**src/rtl/clock_set_ctrl.sv**
```systemverilog
// clock_set_ctrl: enable-tick prescaler and two-button set-time FSM
// that drives load strobes into the RTC seconds/minutes/hours counter chain.
module clock_set_ctrl #(
    parameter int TICK_DIV      = 50000000,
    parameter int HRS_MAX       = 23,
    parameter int MIN_MAX       = 59,
    parameter int TIMEOUT_TICKS = 10
) (
    input  logic       clk,
    input  logic       reset,
    input  logic       btn_mode,
    input  logic       btn_inc,
    input  logic [5:0] count_min,
    input  logic [5:0] count_hrs,
    output logic       en,
    output logic       load_hrs,
    output logic       load_min,
    output logic       clr_sec_req,
    output logic [5:0] load_val,
    output logic [1:0] mode,
    output logic       blink
);
    localparam int PW = $clog2(TICK_DIV);
    localparam int TW = $clog2(TIMEOUT_TICKS + 1);

    typedef enum logic [1:0] {RUN = 2'b00, SET_HRS = 2'b01, SET_MIN = 2'b10, BAD = 2'b11} state_t;

    state_t        state, state_nx;
    logic [PW-1:0] pre;
    logic [TW-1:0] tcnt, tcnt_nx;
    logic [2:0]    sync_mode, sync_inc;
    logic [5:0]    val_nx;
    logic          tick, mode_p, inc_p, last, lh_nx, lm_nx, blink_nx;

    assign tick   = pre == PW'(TICK_DIV - 1);
    assign mode_p = sync_mode[1] & ~sync_mode[2];
    assign inc_p  = sync_inc[1] & ~sync_inc[2];
    assign last   = tick && tcnt >= TW'(TIMEOUT_TICKS - 1);
    assign mode   = state;

    always_comb begin
        state_nx = state;
        val_nx   = load_val;
        lh_nx    = 1'b0;
        lm_nx    = 1'b0;
        case (state)
            RUN: if (mode_p) begin
                state_nx = SET_HRS;
                val_nx   = count_hrs;
            end
            SET_HRS: if (mode_p) begin
                state_nx = SET_MIN;
                lh_nx    = 1'b1;
            end else if (inc_p) val_nx = (load_val >= 6'(HRS_MAX)) ? 6'd0 : load_val + 6'd1;
            else if (last) state_nx = RUN;
            SET_MIN: if (mode_p) begin
                state_nx = RUN;
                lm_nx    = 1'b1;
            // cycle right after the hours commit: pick up the live minutes
            end else if (load_hrs) val_nx = count_min;
            else if (inc_p) val_nx = (load_val >= 6'(MIN_MAX)) ? 6'd0 : load_val + 6'd1;
            else if (last) state_nx = RUN;
            default: state_nx = RUN;
        endcase
        tcnt_nx  = (state_nx != state || state_nx == RUN || mode_p || inc_p) ? '0 :
                   tick ? tcnt + TW'(1) : tcnt;
        blink_nx = (state_nx != state || state_nx == RUN) ? 1'b0 : blink ^ tick;
    end

    always_ff @(posedge clk or negedge reset) begin
        if (!reset) begin
            pre         <= '0;
            sync_mode   <= '0;
            sync_inc    <= '0;
            state       <= RUN;
            tcnt        <= '0;
            load_val    <= '0;
            load_hrs    <= 1'b0;
            load_min    <= 1'b0;
            clr_sec_req <= 1'b0;
            blink       <= 1'b0;
            en          <= 1'b0;
        end else begin
            pre         <= tick ? '0 : pre + PW'(1);
            sync_mode   <= {sync_mode[1:0], btn_mode};
            sync_inc    <= {sync_inc[1:0], btn_inc};
            state       <= state_nx;
            tcnt        <= tcnt_nx;
            load_val    <= val_nx;
            load_hrs    <= lh_nx;
            load_min    <= lm_nx;
            clr_sec_req <= lm_nx;
            blink       <= blink_nx;
            en          <= tick && state == RUN;
        end
    end
endmodule

```
**config.mk**
```make
export PLATFORM = sky130hd
export DESIGN_NAME = clock_set_ctrl
export DESIGN_NICKNAME = d
export VERILOG_FILES = /design/src/rtl/clock_set_ctrl.sv
export SDC_FILE = /design/constraint.sdc
export NUM_CORES = 1
export LEC_CHECK = 0
export ABC_AREA = 1
export ABC_CLOCK_PERIOD_IN_PS = 3500
export BUFFER_PORTS_ARGS = -buffer_cell sky130_fd_sc_hd__buf_4
export CORE_UTILIZATION = 50
export DETAILED_ROUTE_END_ITERATION = 16
export PLACE_DENSITY = 0.66
export SLEW_MARGIN = 10
export SYNTH_ARGS = -nofsm -noshare
export SYNTH_HDL_FRONTEND = slang
export SYNTH_SLANG_ARGS = --single-unit
```
**constraint.sdc**
```tcl
create_clock -name clk -period 3.5 [get_ports clk]
set_clock_uncertainty 0.15 [all_clocks]
set_input_delay 0.525 -clock clk [delete_from_list [all_inputs] [get_ports clk]]
set_output_delay 0.525 -clock clk [all_outputs]
set_load 0.02 [all_outputs]
```
==> summary.txt <==
Status
  – Status: complete, no violations

GRT
  – GRT Util Overall: 0.224
  – Most used routing layer: met2
  – Initial antenna violation count: 0
  – Vias in the first global route: 2,314
  – Met2 Use GR: 0.348
  – GR Util met1: 0.314
  – Largest net degree at the start of global routing: a little under 50
  – First-pass GRT wire length: about 11,000 um
  – M3 GR Usage: 0.0435
  – Grt ovf: 0

Pwr
  – Max VDD drop: about 0.42 mV
  – Pwr/cell area: roughly 540 mW/mm^2
  – Total power: between 1.5 and 2 mW
  – Static leakage: about 1.6 nW

Clocking
  – Reg clk slew, reported paths: approximately 0.09 ns
  – Setup bufs post-CTS: 0
  – CTS Buf Count: 5
  – Root Buffer Master: clkbuf_8
  – CTS tree: built
  – Clock Path Buffers: 2
  – Clock Sinks: 48
  – CTS Hold Bufs: 0
  – CTS resizes: 0
  – Clock H-tree levels: 2
  – Clk_lat worst skew: 0.31 ns

Logic synthesis
  – Area share of the largest cell type after synthesis: 0.422
  – Seq/Total Area, Yosys: 0.422
  – Fraction of registers with async set/reset: 1.00
  – Prevailing post-synth register cell: dfrtp_1
  – Yosys top cell by area: dfrtp_1
  – Synth Instances: 352
  – Mean Syn Cell Area: slightly above 8 um^2
  – Post-Syn Area: approximately 0.0028 mm^2
  – Yosys warnings: 0
  – Post-synth cell types: 37
  – Top cells by area, synth: dfrtp_1, inv_1, nand2_1, nor2_1, o21ai_0
  – FF+latch count, synth: between 40 and 50
  – Post-synth EDFFs: 0
  – Syn_nets: ~380

Placed design
  – Final estimated routing congestion in global placement: ~0.85
  – DP Area: approximately 0.0031 mm^2
  – Port bufs: 28
  – DPL Wire Length: around 4500 um
  – Worst slack at placement: about 1.3 ns
  – Placed cells: 449

Timing
  – Final Hold Violating Endpoints: 0
  – Max Fclk: 456 MHz
  – Least-Margin Pin Slew: around 0.6 ns
  – Final setup vio count: 0
  – Slew headroom: 0.599
  – Fin Hold WS: about 0.072 ns
  – Final Cycle Share: 0.627
  – Final min period: roughly 2.2 ns
  – RSZ-0062 raised after global routing: false
  – Setup tns final: 0 ns
  – Slew Limit Fails: 0
  – Setup ws final: about 1.3 ns

Final layout
  – Number of diodes: 0
  – Register area: around 0.0012 mm^2
  – Final non-filler cell total: 457
  – Final nets: 409
  – Share of cells above drive strength 1: 0.184
  – Area of the multi-input gates: about 0.0014 mm^2
  – Finished Cell Area: approximately 0.0033 mm^2
  – Final Core Density: 0.594
  – Layout area overhead: 14.9%
  – Fillers: slightly below 500

Floorplanning
  – Initial Util: 0.517
  – Die Footprint: around 0.006 mm^2
  – Row cnt: 27
  – Die Height: slightly below 80 um
  – Core box area: roughly 0.0055 mm^2
  – Die W: 77.5 um
  – Ports: 29

Detailed routing
  – Vias: approximately 2,400
  – Initial DRC count: ~150
  – Antenna-violating nets left: 0
  – Vias per cell: between 5 and 6
  – Residual DRC: 0
  – Per-cell routed wire length: about 13 um
  – First drt pass iteration count: 4
  – Drt total wl: 5930 um

Setup path
  – CP endpoint kind: flop
  – Worst r2r src: mode[0]
  – CP Buf/Inv Count: 3
  – R2R Setup Slk: around 1.3 ns
  – Crit path launch type: flop
  – CP max stage delay: between 0.4 and 0.5 ns
  – CP required: between 3 and 4 ns
  – Crit. path cell count: 9
  – R2R depth: 9
  – Maximum fanout along the worst path: 12
  – Critical Path, Cell by Cell: inv_1 -> ha_1 -> inv_1 -> nand2_1 -> o22ai_1 -> a2111oi_2 -> buf_4 -> o21ai_0 -> o22ai_1
  – Crit path capture: load_val[0]
  – Crit path kind: flop to flop
  – R2R Path End: load_val[0]
  – Arrival time at the worst endpoint: roughly 2.3 ns
  – Critical Path Source: mode[0]
  – CP delay by family, top: compound AO/OA/AOI/OAI gates
  – Worst path slowest cell: dfrtp_1

Run
  – # Max-Cap Violations: 0

Hold path
  – Hold Path Class: primary input to async pin
-- cell families (layout without fill, tap and decap cells) --
group | Yosys count | in the layout | synth area share
fa+ha+maj | 9 | 9 | 0.0396
flops | 48 | 48 | 0.422
simple gates | 162 | 162 | 0.303
xor+xnor | 10 | 10 | 0.0308
buf+inv | 66 | 99 | 0.0892
compound gates | 57 | 57 | 0.116
-- cells in the mapped netlist (all sizes together) (2+ instances only) --
master / n
a21boi: 2
nor3: 11
nand3: 27
ha: 9
nand2: 61
buf: 3
a21oi: 17
o211ai: 3
nor4: 5
nor2: 43
o21ai: 24
xor2: 10
nand4: 13
inv: 62
a31oi: 3
o22ai: 4
dfrtp: 48
-- flip-flops by register name, indices dropped and copies added (netlist names) --
name and flops:
mode 2, load_val 6, tcnt 4, sync_inc 3, sync_mode 3, pre 26
load_hrs 1, blink 1, clr_sec_req 1, en 1
-- area by class of cell --
class / instances / area share
Tap cell: 72 / 0.0275
Clock inverter: 3 / 0.0210
Inverter: 62 / 0.0712
Multi-Input combinational cell: 238 / 0.425
Clock buffer: 5 / 0.0210
Sequential cell: 48 / 0.367
Timing Repair Buffer: 29 / 0.0666
-- worst min path at each step --
stage,from,endpoint,slack (ns),depth (start not counted)
finish,reset,tcnt[1],0.07,1
global route,reset,pre[6],0.11,1
CTS,reset,pre[6],0.08,1
detailed placement,sync_inc[0],sync_inc[1],0.19,0
global placement,sync_inc[0],sync_inc[1],0.18,0
floorplan,reset,blink,0.08,0
-- power by group --
group	internal (mW)	switching, mW	total [mW]	leakage [nW]
combinational	0.240	0.366	0.606	0.905
sequential	0.604	0.0644	0.669	0.631
clock	0.288	0.199	0.487	0.0687
total	1.13	0.629	1.76	1.60
-- layer usage --
| metal | part of all wire | routed length [um] |
|---|---|---|
| met5 | 0 | 0 |
| met4 | 0.014 | 81 |
| met3 | 0.042 | 250 |
| met2 | 0.44 | 2600 |
| met1 | 0.51 | 3000 |
-- placed cells by master, fill, tap and decap left out, types with 2 or more instances in the layout --
cell type  count
o22ai_1        4
inv_2          4
nor3_2         2
o211ai_1       3
nand3_1       23
bufinv_16      2
xor2_1        10
dfrtp_1       48
o21ai_0       24
inv_1         58
ha_1           9
a21boi_0       2
nor2_4         6
a31oi_1        3
a21oi_1       16
nor3_1         7
buf_4         29
clkbuf_8       5
nand3_2        3
nor3_4         2
nor2_1        36
nand4_2        2
nand2_1       52
nor4_1         4
nand4_1       11
nand2_2        8
Note: power is estimated with default switching activity, not from simulation.
